`config.mk`:
```
export PLATFORM = sky130hd
export DESIGN_NAME = multiplicative_inverse
export DESIGN_NICKNAME = d
export VERILOG_FILES = /design/src/rtl/multiplicative_inverse_pkg.sv /design/src/rtl/multiplicative_inverse_mod_sub.sv /design/src/rtl/multiplicative_inverse.sv
export SDC_FILE = /design/constraint.sdc
export NUM_CORES = 1
export LEC_CHECK = 0
export ABC_AREA = 0
export CORE_UTILIZATION = 55
export CTS_CLUSTER_SIZE = 8
export DETAILED_ROUTE_END_ITERATION = 10
export PLACE_DENSITY = 0.85
export SETUP_SLACK_MARGIN = 0.05
export SLEW_MARGIN = 20
export SYNTH_ARGS = -nofsm -noshare
export SYNTH_HDL_FRONTEND = slang
export SYNTH_SLANG_ARGS = --single-unit
```
`constraint.sdc`:
```
create_clock -name clk -period 3.9 [get_ports clk]
set_input_delay 1.17 -clock clk [delete_from_list [all_inputs] [get_ports clk]]
set_output_delay 1.17 -clock clk [all_outputs]
set_load 0.05 [all_outputs]
```
`src/rtl/multiplicative_inverse_pkg.sv`:
```
// Shared definitions for the modular inverter: state encoding and default width.
package multiplicative_inverse_pkg;

  localparam int unsigned N_DEFAULT = 16;

  typedef enum logic [1:0] {
    StIdle = 2'd0,
    StRun  = 2'd1,
    StDone = 2'd2
  } state_t;

endpackage

```
`src/rtl/multiplicative_inverse_mod_sub.sv`:
```
// Combinational modular subtraction y = (a - b) mod p, for a, b in [0, p-1].
module multiplicative_inverse_mod_sub
  import multiplicative_inverse_pkg::*;
#(
  parameter int unsigned n = N_DEFAULT
) (
  input  logic [n-1:0] a,
  input  logic [n-1:0] b,
  input  logic [n-1:0] p,
  output logic [n-1:0] y
);

  logic [n:0] diff;
  logic       diff_msb_unused;

  // Wrap by adding p when the plain difference would go negative; n+1 bits avoid overflow.
  always_comb begin
    if (a >= b) begin
      diff = {1'b0, a} - {1'b0, b};
    end else begin
      diff = {1'b0, a} + {1'b0, p} - {1'b0, b};
    end
  end

  // The result is below p, so the extra bit is always zero.
  assign {diff_msb_unused, y} = diff;

endmodule

```
`src/rtl/multiplicative_inverse.sv`:
```
// Sequential modular inverter X = A^-1 mod p using the binary extended Euclidean
// algorithm, one step per clock, self-starting after reset release.
module multiplicative_inverse
  import multiplicative_inverse_pkg::*;
#(
  parameter int unsigned n = N_DEFAULT
) (
  input  logic         clk,
  input  logic         reset,
  input  logic [n-1:0] p,
  input  logic [n-1:0] A,
  output logic [n-1:0] X,
  output logic         result_ready
);

  localparam logic [n-1:0] One = n'(1);

  state_t       state_q, state_d;
  logic [n-1:0] u_q, u_d, v_q, v_d;
  logic [n-1:0] x1_q, x1_d, x2_q, x2_d;
  logic [n-1:0] x_q, x_d;
  logic         ready_q, ready_d;

  // Halving mod p: odd values get p added first so the shift is exact.
  logic [n:0]   x1_add, x2_add;
  logic [n-1:0] x1_half, x2_half;
  logic         x1_lsb_unused, x2_lsb_unused;

  assign x1_add = {1'b0, x1_q} + (x1_q[0] ? {1'b0, p} : {(n + 1){1'b0}});
  assign x2_add = {1'b0, x2_q} + (x2_q[0] ? {1'b0, p} : {(n + 1){1'b0}});
  assign {x1_half, x1_lsb_unused} = x1_add;
  assign {x2_half, x2_lsb_unused} = x2_add;

  logic [n-1:0] x1_minus_x2, x2_minus_x1;

  multiplicative_inverse_mod_sub #(.n(n)) u_sub12 (
    .a (x1_q),
    .b (x2_q),
    .p (p),
    .y (x1_minus_x2)
  );

  multiplicative_inverse_mod_sub #(.n(n)) u_sub21 (
    .a (x2_q),
    .b (x1_q),
    .p (p),
    .y (x2_minus_x1)
  );

  // State register with synchronous active-high reset.
  always_ff @(posedge clk) begin
    if (reset) begin
      state_q <= StIdle;
      u_q     <= '0;
      v_q     <= '0;
      x1_q    <= '0;
      x2_q    <= '0;
      x_q     <= '0;
      ready_q <= 1'b0;
    end else begin
      state_q <= state_d;
      u_q     <= u_d;
      v_q     <= v_d;
      x1_q    <= x1_d;
      x2_q    <= x2_d;
      x_q     <= x_d;
      ready_q <= ready_d;
    end
  end

  // Next-state logic: sample operands in idle, then one prioritised step per clock.
  always_comb begin
    state_d = state_q;
    u_d     = u_q;
    v_d     = v_q;
    x1_d    = x1_q;
    x2_d    = x2_q;
    x_d     = x_q;
    ready_d = ready_q;
    unique case (state_q)
      StIdle: begin
        u_d  = A;
        v_d  = p;
        x1_d = One;
        x2_d = '0;
        if (A == '0) begin
          x_d     = '0;
          ready_d = 1'b1;
          state_d = StDone;
        end else begin
          state_d = StRun;
        end
      end
      StRun: begin
        if (u_q == One) begin
          x_d     = x1_q;
          ready_d = 1'b1;
          state_d = StDone;
        end else if (v_q == One) begin
          x_d     = x2_q;
          ready_d = 1'b1;
          state_d = StDone;
        end else if ((u_q == '0) || (v_q == '0)) begin
          // gcd(A, p) != 1: no inverse exists.
          x_d     = '0;
          ready_d = 1'b1;
          state_d = StDone;
        end else if (!u_q[0]) begin
          u_d  = u_q >> 1;
          x1_d = x1_half;
        end else if (!v_q[0]) begin
          v_d  = v_q >> 1;
          x2_d = x2_half;
        end else if (u_q >= v_q) begin
          u_d  = u_q - v_q;
          x1_d = x1_minus_x2;
        end else begin
          v_d  = v_q - u_q;
          x2_d = x2_minus_x1;
        end
      end
      StDone: begin
        // Hold result until the next reset.
      end
      default: begin
        state_d = StIdle;
      end
    endcase
  end

  assign X            = x_q;
  assign result_ready = ready_q;

endmodule

```
==> results of run 1 <==
-- path summary, 6_finish.rpt --
path | from | depth (start not counted) | end | slack (ns)
max reg2reg | x2_q[0]$_SDFFE_PP0P_ | 15 | x2_q[12]$_SDFFE_PP0P_ | 0.28
max | p[1] | 14 | x2_q[15]$_SDFFE_PP0P_ | 0.10
min reg2reg | result_ready$_SDFFE_PP0P_ | 2 | result_ready$_SDFFE_PP0P_ | 0.44
min | result_ready$_SDFFE_PP0P_ | 2 | result_ready$_SDFFE_PP0P_ | 0.44
-- final cells by class --
type / instances / area share, %
repair buffers: 224 / 13.4
inverters: 145 / 4.04
flip-flops and latches: 83 / 12.3
multi-input cells: 1159 / 65.9
well taps: 265 / 2.45
clock buffers: 9 / 1.67
clock inverters: 5 / 0.241
-- through the flow --
| step | setup WS [ns] | std cells | utilization [%] | total power [W] |
|---|---|---|---|---|
| floorplan | 0.0710 | 1468 | - | 0.00777 |
| global placement | -0.626 | 1856 | 65.0 | 0.0100 |
| detailed placement | -0.693 | 1856 | 65.0 | 0.0101 |
| CTS | 0.0369 | 1887 | 68.0 | 0.0113 |
| global route | 0.0390 | 1890 | 68.8 | 0.0125 |
| finish | 0.104 | 1890 | 68.8 | 0.0117 |
-- metal layers --
metal  vias to the layer above  track usage [%]  share of wire [%]
li1                       5649                -                  -
met1                      5793             45.3                 39
met2                       570             64.4                 46
met3                       159             5.40                7.9
met4                         0             24.9                6.3
met5                         -                0                  0
-- timing repair --
action	CTS	global route
endpoints found under the setup margin	12	12
setup buffers	17	3
gates resized for setup	60	35
pin swaps	28	22
-- flip-flops by register name, summed over array words and instances (netlist names) --
register      count
state_q           2
u_q              16
result_ready      1
x2_q             16
v_q              16
x1_q             16
X                16
-- cell families (layout without fill, tap and decap cells) --
group,after synthesis,after routing,share of synthesized area (%)
compound gates,520,520,32.6
xor+xnor,87,87,6.84
fa+ha+maj,159,159,20.3
buf+inv,226,383,8.33
flops,83,83,14.9
mux,7,7,0.640
simple gates,386,386,16.4
-- placed cells by master, fill, tap and decap left out, drive strengths merged, types with 27 or more instances in the layout --
cell type      Yosys  final
buf               40    176
inv              145    145
nor2             137    137
a21oi            123    123
ha               123    123
o21ai             96     96
dfxtp             83     83
nand2             80     80
xnor2             48     48
a211oi            47     47
nor3              46     46
clkdlybuf4s50      0     40
xor2              39     39
a21o              36     36
fa                36     36
o211ai            27     27
-- where the power goes --
part / switching (W) / total, W / internal [W]
Sequential: 0.000323 / 0.00137 / 0.00105
Clock: 0.000421 / 0.000845 / 0.000424
Combinational: 0.00559 / 0.00950 / 0.00391
Total: 0.00634 / 0.0117 / 0.00538
-- critical path, cell delays in order --
cell and delay (ns):
buf_2 0.08, inv_2 0.04, fa_2 0.57, inv_2 0.08, buf_12 0.13, ha_4 0.26, a211oi_2 0.06, o21a_1 0.22
o31a_1 0.37, a31oi_4 0.27, a2111oi_4 0.12, or4_4 0.50, nand3_2 0.10, o41ai_2 0.06
==> impl_metrics.ini, run 1 <==
[status]
status = finished, final reports clean

[route]
drc_errors = 0
drtIter0Drc = 1163
avgViaCountPerCell = 6.44
drtAntennaViolNets = 0
wl_per_cell_um = 20.9
vias = 12171
drtPass1Iterations = 6
routed_wl_um = 39500

[layout]
final.fill_count = 1654
multi_input_area_mm2 = 0.00891
drive_gt1_share_pct = 18.0
num_antenna_cells = 0
nets = 1815
areaGrowthSynthToFinish_pct = 21.4
fin_area_mm2 = 0.0135
seq_area_mm2 = 0.00166

[clocking]
cts_made_buffers = 9
clk_path_buf_depth = 2
cts_max_level = 3
cts.sinks = 83
clkLatencyLatePin_ns = 0.37
ctsHoldBuffers = 0
clk_pin_slew_ns = 0.06
clockRootBuffer = clkbuf_16
cts_tree = done

[worst_setup_path]
critPathMaxFanout = 3
path_class = in2reg
critical_path_required_ns = 4.14
end_kind = flip-flop
cp.arrival_ns = 4.03
critPathLaunchType = primary input

[placement]
port_buffers = 50
routabilityCongestion = 0.977
place_area_mm2 = 0.0128
place_hpwl_um = 30100

[yosys]
netlist_area_mm2 = 0.0111
synth_top_cells_by_count = inv_1, nor2_1, a21oi_1, ha_1, o21ai_0
synthArstFlopShare_pct = 0
synth_top_cell_area_share_pct = 14.9
seq_area_frac_synth_pct = 14.9
synth-edff-count = 0
yosysWarnings = 0
avgSynthCellArea_um2 = 7.59
yosysTopAreaCell = dfxtp_1
syn-instance-count = 1468
ys.flop_type = dfxtp_1
synthesis.nets = 1661
synth.top_cells.by_area = dfxtp_1, ha_1, fa_1
yosys_register_bits = 83
ys_types = 86
synth.most_common_cell = inv_1

[floorplan]
dieWidth_um = 144
die_y_um = 144
boundaryPins = 51
initial_utilization_pct = 56.7
dieArea_mm2 = 0.0208
rows = 51
core_mm2 = 0.0197

[power]
irDropWorstVdd_mv = 0.468
cellPowerDensity_mw_per_mm2 = 867
p_leak_nw = 5.83

[sta]
finalCriticalPeriod_ns = 3.80
grt_setup_unrepaired = true
fmax_ghz = 0.263
fin_setup_tns_ns = 0
setup_viol_count_final = 0
min_period_over_period_pct = 97.3
clock_skew_ns = 0.0105
slew_headroom_pct = 36.9
drv_slew = 0
max_slew.worst_pin.slew_ns = 0.938
holdWs_ns = 0.444
hold_violations = 0

[grt]
grt_max_degree = 57
grt_antenna_before_repair = 0
grt_overflow_total = 0
grt_pass1_wl_um = 61200
grt_pass1_vias = 11890
grtUsageTotal_pct = 38.2

[flow_run]
cap_violations = 0

[min_path]
min_path_type = reg2reg
Note: power is estimated with default switching activity, not from simulation.
==> inputs of run 2 (changes only) <==
--- a/config.mk
+++ b/config.mk
@@ -9,6 +9,7 @@
 export CORE_UTILIZATION = 55
 export CTS_CLUSTER_SIZE = 8
 export DETAILED_ROUTE_END_ITERATION = 10
+export MAX_ROUTING_LAYER = met4
 export PLACE_DENSITY = 0.85
 export SETUP_SLACK_MARGIN = 0.05
 export SLEW_MARGIN = 20
==> impl_metrics.ini, run 2 (synthesized netlist as in run 1, its figures left out) <==
[sta]
finalCriticalPeriod_ns = 3.74
max_slew.worst_pin.slew_ns = 1.03
slew_headroom_pct = 30.9
clock_skew_ns = 0.0139
min_period_over_period_pct = 95.9
fin_ws_ns = 0.160
holdWs_ns = 0.446
fmax_ghz = 0.267
setup_viol_count_final = 0
hold_violations = 0
drv_slew = 0

[min_path]
worstHoldStart = result_ready$_SDFFE_PP0P_
min_path_type = reg2reg

[placement]
pre_cts_ws_ns = -0.710
place_hpwl_um = 30500
port_buffers = 50
dp.cells = 1856
routabilityCongestion = 0.995

[floorplan]
core_mm2 = 0.0197
initial_utilization_pct = 56.7
rows = 51
dieWidth_um = 144
boundaryPins = 51
die_y_um = 144
dieArea_mm2 = 0.0208

[worst_setup_path]
critPathMaxFanout = 3
critical_path_required_ns = 4.16
cp.arrival_ns = 4.00
path_class = in2reg
end_kind = flip-flop
reg2reg_from = u_q[11]$_SDFFE_PP0P_
critPathLaunchType = primary input
startpoint = p[1]

[layout]
num_antenna_cells = 0
multi_input_area_mm2 = 0.00888
final_common_cell = buf_4
fin_util_pct = 68.5
nets = 1802
final.fill_count = 1667
seq_area_mm2 = 0.00166
drive_gt1_share_pct = 17.2
areaGrowthSynthToFinish_pct = 20.8
layout_common_cells = buf_4, nor2_1, inv_1
instances_no_fill = 1879

[clocking]
ctsHoldBuffers = 0
cts_made_buffers = 9
clockRootBuffer = clkbuf_16
clk_path_buf_depth = 2
cts_max_level = 3
clk_pin_slew_ns = 0.07
clkLatencyLatePin_ns = 0.36
cts_tree = done
cts.sinks = 83

[grt]
grt_pass1_wl_um = 61300
grt_overflow_total = 0
grt_antenna_before_repair = 0
grt_pass1_vias = 11615
grt_max_degree = 55
grtUsageTotal_pct = 39.5

[route]
vias = 11896
routed_wl_um = 39200
wl_per_cell_um = 20.9
avgViaCountPerCell = 6.33
drtPass1Iterations = 7
drtIter0Drc = 1068
drtAntennaViolNets = 0
drc_errors = 0

[power]
irDropWorstVdd_mv = 0.392
cellPowerDensity_mw_per_mm2 = 878
p_leak_nw = 5.79

[flow_run]
cap_violations = 0

[status]
status = finished, final reports clean
## run 2: critical path, cell delays in order
cell	delay [ns]
clkdlybuf4s15_1	0.20
inv_2	0.05
fa_1	0.52
inv_2	0.10
ha_4	0.26
a211oi_4	0.22
o21bai_2	0.13
o2111a_2	0.31
o2111a_1	0.28
buf_6	0.14
nor3_4	0.17
a221o_1	0.16
a21boi_1	0.06
o41ai_1	0.22
## run 2: where the power goes
part           internal (W)  total (W)  switching (W)
Clock              0.000576    0.00102       0.000444
Sequential          0.00105    0.00137       0.000317
Combinational       0.00387    0.00943        0.00556
## run 2: area by class of cell
cell class | instances | area share (%)
clock buffers | 9 | 1.67
well taps | 265 | 2.46
inverters | 145 | 4.05
repair buffers | 211 | 12.6
flip-flops and latches | 83 | 12.4
clock inverters | 7 | 0.800
multi-input cells | 1159 | 66.0
## run 2: per-layer routing
layer | global-route usage (%) | wire (um) | vias up
met5 | - | 0 | -
met1 | 47.0 | 15900 | 5668
met3 | 4.60 | 2630 | 116
li1 | - | - | 5633
met4 | 21.6 | 2000 | 0
met2 | 65.1 | 18600 | 479
## run 2: what timing repair did
action,4_1_cts,5_1_grt
pin swaps,27,22
setup buffers,5,2
gates resized for setup,53,32
endpoints found under the setup margin,12,10
## run 2: final timing paths
check / endpoint / slack [ns] / cells past startpoint
max: x1_q[15]$_SDFFE_PP0P_ / 0.16 / 14
min reg2reg: result_ready$_SDFFE_PP0P_ / 0.45 / 2
min: result_ready$_SDFFE_PP0P_ / 0.45 / 2
max reg2reg: u_q[3]$_SDFFE_PP0P_ / 0.29 / 9
## run 2: per-stage QoR
stage | setup TNS, ns | cell area (um^2) | power (W)
2_1_floorplan | 0 | 11200 | 0.00777
3_3_place_gp | -7.18 | 12800 | 0.0101
3_5_place_dp | -8.31 | 12800 | 0.0102
4_1_cts | 0 | 13300 | 0.0115
5_1_grt | -0.104 | 13500 | 0.0127
6_report | 0 | 13500 | 0.0118
